**src/rtl/barcode_pkg.sv**
```systemverilog
// rtl/barcode_pkg.sv - shared types, constants and amount legality for the barcode frame sequencer
package barcode_pkg;

  typedef enum logic [2:0] {IDLE, CHECK, SEND, DONE, ERR} state_t;

  localparam int         FRAME_LEN   = 5;
  localparam int         CHECK_BASE  = 54;
  localparam int         CHECK_MOD   = 15;
  localparam logic [3:0] CLIENT_ID_A = 4'd1;
  localparam logic [3:0] CLIENT_ID_B = 4'd2;

  function automatic logic is_legal_amount(input logic [4:0] amount);
    case (amount)
      5'd2, 5'd4, 5'd6, 5'd8, 5'd10, 5'd12, 5'd14, 5'd16,
      5'd20, 5'd24, 5'd28: return 1'b1;
      default:             return 1'b0;
    endcase
  endfunction

endpackage

```
**src/rtl/D.sv**
```systemverilog
// rtl/D.sv - check-digit unit: (CHECK_BASE + amount) mod CHECK_MOD plus amount legality
module D
  import barcode_pkg::*;
(
  input  logic [4:0] value,
  output logic [3:0] check,
  output logic       legal
);

  logic [6:0] sum;

  always_comb begin
    sum   = 7'(CHECK_BASE) + {2'b00, value};
    check = 4'(sum % 7'(CHECK_MOD));
    legal = is_legal_amount(value);
  end

endmodule

```
**src/rtl/rr_arbiter2.sv**
```systemverilog
// rtl/rr_arbiter2.sv - two-way round-robin grant; last_grant 0 = A, 1 = B
module rr_arbiter2 (
  input  logic       req_a,
  input  logic       req_b,
  input  logic       last_grant,
  output logic [1:0] grant
);

  always_comb begin
    grant    = 2'b00;
    grant[0] = req_a & (~req_b | last_grant);
    grant[1] = req_b & ~grant[0];
  end

endmodule

```
**src/rtl/barcode_frame_sequencer.sv**
```systemverilog
// rtl/barcode_frame_sequencer.sv - arbitrates two clients, validates the amount and streams a 5-nibble barcode frame
module barcode_frame_sequencer
  import barcode_pkg::*;
#(
  parameter logic [3:0] FRAME_HEADER = 4'hF
) (
  input  logic       clk,
  input  logic       rst_n,
  input  logic       reqA,
  input  logic [4:0] valueA,
  input  logic       reqB,
  input  logic [4:0] valueB,
  output logic       ackA,
  output logic       ackB,
  output logic       errA,
  output logic       errB,
  output logic [3:0] digitOut,
  output logic       digitValid,
  input  logic       digitReady,
  output logic       digitLast,
  output logic       busy
);

  state_t     state_q, state_d;
  logic [2:0] index_q, index_d;
  logic [4:0] value_q, value_d;
  logic       client_q, client_d;
  logic       last_grant_q, last_grant_d;
  logic [3:0] check_q, check_d;
  logic [3:0] digit_q, digit_d;
  logic       valid_q, valid_d;
  logic       last_q, last_d;
  logic       ack_a_q, ack_a_d, ack_b_q, ack_b_d;
  logic       err_a_q, err_a_d, err_b_q, err_b_d;

  logic [1:0] grant;
  logic [3:0] d_check;
  logic       d_legal;
  logic       handshake;
  logic [3:0] tens, units;
  logic [4:0] tens_weight;

  rr_arbiter2 u_arb (
    .req_a      (reqA),
    .req_b      (reqB),
    .last_grant (last_grant_q),
    .grant      (grant)
  );

  D u_d (
    .value (value_q),
    .check (d_check),
    .legal (d_legal)
  );

  assign handshake = valid_q & digitReady;

  always_comb begin
    tens        = 4'd0;
    tens_weight = 5'd0;
    if (value_q >= 5'd20) begin
      tens        = 4'd2;
      tens_weight = 5'd20;
    end else if (value_q >= 5'd10) begin
      tens        = 4'd1;
      tens_weight = 5'd10;
    end
    units = 4'(value_q - tens_weight);
  end

  always_ff @(posedge clk or negedge rst_n) begin
    if (!rst_n) begin
      state_q      <= IDLE;
      index_q      <= 3'd0;
      value_q      <= 5'd0;
      client_q     <= 1'b0;
      last_grant_q <= 1'b1;
      check_q      <= 4'd0;
      digit_q      <= 4'd0;
      valid_q      <= 1'b0;
      last_q       <= 1'b0;
      ack_a_q      <= 1'b0;
      ack_b_q      <= 1'b0;
      err_a_q      <= 1'b0;
      err_b_q      <= 1'b0;
    end else begin
      state_q      <= state_d;
      index_q      <= index_d;
      value_q      <= value_d;
      client_q     <= client_d;
      last_grant_q <= last_grant_d;
      check_q      <= check_d;
      digit_q      <= digit_d;
      valid_q      <= valid_d;
      last_q       <= last_d;
      ack_a_q      <= ack_a_d;
      ack_b_q      <= ack_b_d;
      err_a_q      <= err_a_d;
      err_b_q      <= err_b_d;
    end
  end

  always_comb begin
    state_d      = state_q;
    index_d      = index_q;
    value_d      = value_q;
    client_d     = client_q;
    last_grant_d = last_grant_q;
    check_d      = check_q;
    case (state_q)
      IDLE: begin
        if (|grant) begin
          value_d  = grant[1] ? valueB : valueA;
          client_d = grant[1];
          state_d  = CHECK;
        end
      end
      CHECK: begin
        check_d = d_check;
        index_d = 3'd0;
        state_d = d_legal ? SEND : ERR;
      end
      SEND: begin
        if (handshake) begin
          if (index_q == 3'(FRAME_LEN - 1)) state_d = DONE;
          else                              index_d = index_q + 3'd1;
        end
      end
      DONE, ERR: begin
        last_grant_d = client_q;
        state_d      = IDLE;
      end
      default: state_d = IDLE;
    endcase
  end

  // Stream outputs are registered from the next state, so they change only on a handshake.
  always_comb begin
    valid_d = (state_d == SEND);
    last_d  = valid_d && (index_d == 3'(FRAME_LEN - 1));
    digit_d = 4'd0;
    if (valid_d) begin
      case (index_d)
        3'd0:    digit_d = FRAME_HEADER;
        3'd1:    digit_d = client_q ? CLIENT_ID_B : CLIENT_ID_A;
        3'd2:    digit_d = tens;
        3'd3:    digit_d = units;
        default: digit_d = check_d;
      endcase
    end
    ack_a_d = (state_d == DONE) && !client_q;
    ack_b_d = (state_d == DONE) &&  client_q;
    err_a_d = (state_d == ERR)  && !client_q;
    err_b_d = (state_d == ERR)  &&  client_q;
  end

  assign digitOut   = digit_q;
  assign digitValid = valid_q;
  assign digitLast  = last_q;
  assign ackA       = ack_a_q;
  assign ackB       = ack_b_q;
  assign errA       = err_a_q;
  assign errB       = err_b_q;
  assign busy       = (state_q != IDLE);

endmodule

```
**config.mk**
```make
export PLATFORM = sky130hd
export DESIGN_NAME = barcode_frame_sequencer
export DESIGN_NICKNAME = d
export VERILOG_FILES = /design/src/rtl/barcode_pkg.sv /design/src/rtl/D.sv /design/src/rtl/rr_arbiter2.sv /design/src/rtl/barcode_frame_sequencer.sv
export SDC_FILE = /design/constraint.sdc
export NUM_CORES = 1
export LEC_CHECK = 0
export ABC_AREA = 1
export BUFFER_PORTS_ARGS = -buffer_cell sky130_fd_sc_hd__buf_4
export CAP_MARGIN = 30
export CORE_MARGIN = 1
export CORE_UTILIZATION = 60
export CTS_BUF_LIST = sky130_fd_sc_hd__clkbuf_2 sky130_fd_sc_hd__clkbuf_4 sky130_fd_sc_hd__clkbuf_8
export DETAILED_ROUTE_END_ITERATION = 8
export GPL_TIMING_DRIVEN = 0
export PLACE_DENSITY_LB_ADDON = 0.25
export SYNTH_ARGS = -nofsm -noshare
export SYNTH_HDL_FRONTEND = slang
export SYNTH_SLANG_ARGS = --single-unit
```
**constraint.sdc**
```tcl
create_clock -name clk -period 4.1 [get_ports clk]
set_clock_uncertainty 0.2 [all_clocks]
set_input_delay 0.41 -clock clk [delete_from_list [all_inputs] [get_ports clk]]
set_output_delay 0.41 -clock clk [all_outputs]
set_load 0.05 [all_outputs]
```
Word level (Yosys, flattened, before mapping)
Memories as Yosys holds them, arrays and structs flattened.
Cells that the tools add are included.
{"block": "word_totals", "in_bits": 15, "elab_cells": 67, "out_inout_bits": 11, "mem_count": 1, "rom_bits": 32, "reg_bits": 27}
{"memory": "(no name shown)", "depth": 32, "word_bits": 1, "read_ports": 1, "rd_clocked_by_memory_dff": 0, "write_ports": 0, "line_no": "barcode_pkg.sv:13", "text": "case (amount)"}
{"block": "op_classes", "reduce_logical": 12, "eq_ne": 12, "n_bitwise": 6, "n_mux": 17, "addsub": 3, "n_div": 1, "magnitude_cmp": 2}
{"op": "4-bit two-way mux", "count": 5}
{"op": "3-bit by 2-bit == test with 1-bit output (second input constant)", "count": 6}
{"op": "3-bit two-way mux", "count": 6}
{"op": "4-bit case mux with 4 select lines", "count": 1}
{"op": "3-bit == test (second input constant)", "count": 4}
{"op": "3-bit case mux with 3 select lines", "count": 1}
{"op": "6-bit by 5-bit adder with 7-bit output (first input constant)", "count": 1}
{"op": "7-bit by 4-bit modulo with 7-bit output (second input constant)", "count": 1}
{"op": "3-bit by 1-bit == test with 1-bit output (second input constant)", "count": 2}
{"op": "3-bit zero test", "count": 2}
{"op": "3-bit case mux with 2 select lines", "count": 1}
{"op": "5-bit by 4-bit >= comparator with 1-bit output (second input constant)", "count": 1}
{"op": "5-bit >= comparator (second input constant)", "count": 1}
{"op": "1-bit logical AND", "count": 5}
{"op": "5-bit two-way mux", "count": 1}
{"op": "2-bit OR reduction", "count": 2}
{"op": "4-bit subtractor", "count": 1}
{"op": "3-bit by 1-bit adder with 3-bit output (second input constant)", "count": 1}
{"op": "1-bit AND", "count": 3}
{"op": "3-bit nonzero test", "count": 1}
{"op": "2-bit two-way mux", "count": 1}
{"op": "1-bit inverter", "count": 2}
{"op": "2-bit AND reduction", "count": 1}
{"op": "1-bit zero test", "count": 1}
{"op": "2 further kinds", "count": 2}

Longest topological paths before layout
{"block": "logic_depth", "ltp_word": 10, "depth_mapped": 27, "ltp_nobuf": 27}

Modules after synthesis
A second synthesis with hierarchy kept.
{"block": "hier_totals", "cells_unflattened": 272, "area_unflattened_um2": 2026.9}
{"module": "barcode_frame_sequencer", "seq_area_each_um2": 676.9, "cells_per_inst": 167, "area_each_um2": 1396.3, "instances": 1}
{"module": "D", "seq_area_each_um2": 0.0, "cells_per_inst": 101, "area_each_um2": 603.1, "instances": 1}
{"module": "rr_arbiter2", "seq_area_each_um2": 0.0, "cells_per_inst": 4, "area_each_um2": 27.5, "instances": 1}

Least setup slack after synthesis
Ideal clock, no wire load.
{"block": "synth_timing", "path_kind": "register to register", "start": "register value_q[1]", "end": "register digit_q[2], in the netlist digitOut[2]", "period_less_slack_ns": 3.032, "arrival_time_ns": 2.714, "path_buffers": 0, "required_ns": 3.782, "stages_incl_launch_ff": 26, "path_slack_ns": 1.068, "path_cell_list": "dfrtp_1 > inv_2 > ha_1 > inv_2 > nand3_2 > clkinv_2 > nand2_1 > nand2_4 > nand2_4 > nand2_1 > inv_1 > ha_1 > a21boi_0 > nand3_1 > nand2_1 > nand2_1 > nand2_1 > nand2_1 > inv_1 > nand2_2 > a21oi_1 > nor2_2 > nand2_1 > nand2_2 > nand2_2 > a21oi_2"}
{"element": "start: declaration", "line_no": "barcode_frame_sequencer.sv:26", "text": "logic [4:0] value_q, value_d;"}
{"element": "start signal: assignment", "line_no": "barcode_frame_sequencer.sv:89", "text": "value_q <= value_d;"}
{"element": "6-bit by 5-bit adder with 7-bit output", "line_no": "D.sv:13", "text": "sum = 7'(CHECK_BASE) + {2'b00, value};"}
{"element": "7-bit by 4-bit modulo with 7-bit output", "line_no": "D.sv:14", "text": "check = 4'(sum % 7'(CHECK_MOD));"}
{"element": "4-bit two-way mux", "line_no": "barcode_frame_sequencer.sv:110", "text": "case (state_q)"}
{"element": "named net check_d[2]", "line_no": "barcode_frame_sequencer.sv:29", "text": "logic [3:0] check_q, check_d;"}
{"element": "4-bit case mux with 4 select lines", "line_no": "barcode_frame_sequencer.sv:143", "text": "case (index_d)"}
{"element": "4-bit two-way mux", "line_no": "barcode_frame_sequencer.sv:142", "text": "if (valid_d) begin"}
{"element": "named net digit_d[2]", "line_no": "barcode_frame_sequencer.sv:30", "text": "logic [3:0] digit_q, digit_d;"}
{"element": "end signal: assignment", "line_no": "barcode_frame_sequencer.sv:93", "text": "digit_q <= digit_d;"}
{"element": "end: declaration", "line_no": "barcode_frame_sequencer.sv:30"}
The timed path passes the listed nets, and every way through them passes these cells.
A chain may end at the register's enable or synchronous reset.

Final worst setup path
{"block": "layout_timing", "start": "register value_q[1]", "end": "register digit_q[0], in the netlist digitOut[0]"}
{"block": "layout_via", "elab_chain_cells": 5}
{"element": "6-bit by 5-bit adder with 7-bit output, or another cell as far along", "line_no": "D.sv:13"}
{"element": "7-bit by 4-bit modulo with 7-bit output, or another cell as far along", "line_no": "D.sv:14"}
{"element": "4-bit two-way mux, or another cell as far along", "line_no": "barcode_frame_sequencer.sv:110"}
{"element": "4-bit case mux with 4 select lines / 3-bit by 2-bit == test with 1-bit output (equally long branches)", "line_no": "barcode_frame_sequencer.sv:143, barcode_frame_sequencer.sv:139"}
{"element": "4-bit two-way mux *", "line_no": "barcode_frame_sequencer.sv:142"}
{"element": "named net digit_d[0]", "line_no": "barcode_frame_sequencer.sv:30"}
Mark *: on every way through the listed nets, which the timed path passes. The rest lies on a longest branch.

==> reports/metrics.csv <==
metric,value,unit
hold path depth,3,
reg-to-reg endpoint,digitOut[0]$_DFF_PN0_,
Setup Buffers After CTS,0,
top_reg_cell synth,dfrtp_1,
Total Routed Length,3810,µm
vias,1725,
WP data required,4140,ps
R2R depth,25,
Initial Utilization,64.5,%
maximum fanout along the worst path,8,
die area,3570,µm²
startpoint types,flip-flop,
Yosys reg bits,27,
"antenna viol nets, final",0,
Clock Latency Late Sink,320,ps
"Seq/Total Area, Yosys",33.8,%
CP Class,reg2reg,
final hold violation count,0,
H-tree levels,1,
DR vias/cell,5.20,
# setup viols final,0,
FF-to-FF setup slack,620,ps
CTS tree,done,
most frequent cells in the layout,"nand2_1 (44), inv_1 (36), dfrtp_1 (26), buf_4 (25), nor2_1 (21)",
"Avg Cell Area, Syn",7.76,µm²
FMAX,0.287,GHz
clock buffer count from CTS,3,
Die H,59.8,µm
Die X,59.8,µm
Core Box Area,3100,µm²
Rel. slew slack,61.3,%
initial antenna violation count,0,
Crit-path slowest cell,dfrtp_1,
clock root buffer,clkbuf_4,
GR Overflow Total,0,
layout cells sized above 1,28.8,%
Synth area leaders,"dfrtp_1 (33%), nand2_1 (8.3%), inv_1 (6.8%), ha_1 (6.3%), nand3_1 (4.3%)",
TNS Setup,0,ps
Max stage delay on crit path,500,ps
crit path DAT,3530,ps
Hold Buf Count CTS,1,
first-pass GRT wire length,6580,µm
IO Port Bufs,25,
dpl hpwl,3100,µm
detailed router's first-iteration violation count,49,
row count,20,
# Max-Cap Violations,0,
"EDFF count, synth",0,
Hold Path Class,in2reg,
hold path endpoint,value_q[1]$_DFFE_PN0P_,
# DRC,0,
Crit path top cell by count,nand2_1,
Synth area leader,dfrtp_1,
Sink Count,27,
placed cell area,2240,µm²
synth warn,0,
actual slew at the worst max-slew pin,578,ps
largest net degree at the start of global routing,28,
placed cell count,327,
final core occ,73.6,%
RR Startpoint,value_q[1]$_DFFE_PN0P_,
vias in the first global route,1543,
gpl congestion,0.883,
Yosys top cell area share,32.5,%
Layout area overhead,14.1,%
Tmin final,3480,ps
net count after synthesis,283,
Finished Layout Cells,332,
min-delay src,valueB[1],
RSZ-0062 raised after global routing,false,
Post-Synthesis Cell Area,2000,µm²
post-CTS sizing,0,
"commonest non-fill, non-tap cell in the layout",nand2_1,
IO Count,26,
Synth async-reset ratio,100,%
final instance area,2280,µm²
clock buffer depth,2,
post-synthesis cell type count,38,
Final Slew Violations,0,
Final nets,314,
first drt pass iteration count,6,
endpoint type of the worst setup path,flip-flop,
"CTS clk-pin slew, worst paths",140,ps
status,completed,
cells after synthesis,258,
Total GRT Usage,24.2,%
diode count,0,
Routed wire per std cell,11.5,µm
final worst-path cycle share,85.0,%
-- kinds of logic after synthesis --
family | share of synthesized area (%)
simple gates | 35.8
xor+xnor | 1.69
compound gates | 12.5
flops | 33.8
fa+ha+maj | 6.25
buf+inv | 10.0
-- stage by stage --
stage          worst slack, ps  hold slack, ps
2_1_floorplan             1070           -85.6
3_3_place_gp               708             137
3_5_place_dp               639             134
4_1_cts                    611             144
5_1_grt                    269             134
6_report                   616             148
-- Yosys cell counts (2+ instances only) --
master and count:
nand3_1 17, inv_2 9, a21oi_1 8, nor2_1 21, dfrtp_1 26, ha_1 10, nand2_4 6, nand2_2 13
nor3_2 2, clkinv_2 2, o21ai_1 5, o22ai_1 5, nand3_4 2, nand2_1 44, inv_1 36, a21oi_2 2
nand3_2 4, nor3_1 4, o21ai_0 16, nand4_1 8
-- worst max path at each step --
| stage | from | endpoint | slack [ps] |
|---|---|---|---|
| after CTS | value_q[1]$_DFFE_PN0P_ | digitOut[2]$_DFF_PN0_ | 610 |
| final | value_q[1]$_DFFE_PN0P_ | digitOut[0]$_DFF_PN0_ | 620 |
| after global routing | value_q[1]$_DFFE_PN0P_ | digitOut[1]$_DFF_PN0_ | 270 |
| after global placement | value_q[1]$_DFFE_PN0P_ | digitOut[2]$_DFF_PN0_ | 710 |
| after floorplan | value_q[1]$_DFFE_PN0P_ | digitOut[2]$_DFF_PN0_ | 1070 |
| after detailed placement | value_q[1]$_DFFE_PN0P_ | digitOut[0]$_DFF_PN0_ | 640 |
-- registers in the layout (all words and copies together), names as in the netlist, 3 cells and up --
signal	count
digitOut	4
check_q	4
value_q	5
state_q	3
index_q	3
-- area by class of cell --
type	count	area, µm²
Multi-Input combinational cell	181	1120
Fill cell	262	818
Sequential cell	27	677
Timing Repair Buffer	26	198
Inverter	48	185
Tap cell	44	55.1
Clock buffer	4	30.0
Buffer	2	15.0
-- per-layer routing --
layer,track usage (%),vias to the layer above,share of wire (%)
met5,0,-,0
met4,6.31,0,1.2
met3,3.90,7,3.4
met2,40.0,36,49
met1,33.0,783,46
li1,-,899,-
-- worst max-delay path, delay by kind of cell, from the launching register on --
kind | cells | cell delay (ps)
AND/OR/NAND/NOR | 15 | 1250
adder cells (fa/ha/maj) | 2 | 630
flip-flops | 1 | 500
AO/OA/AOI/OAI | 1 | 280
buffers and inverters | 7 | 520
Power is not shown: default switching activity piles up to over one toggle a cycle in this logic, so the estimate is an artifact.
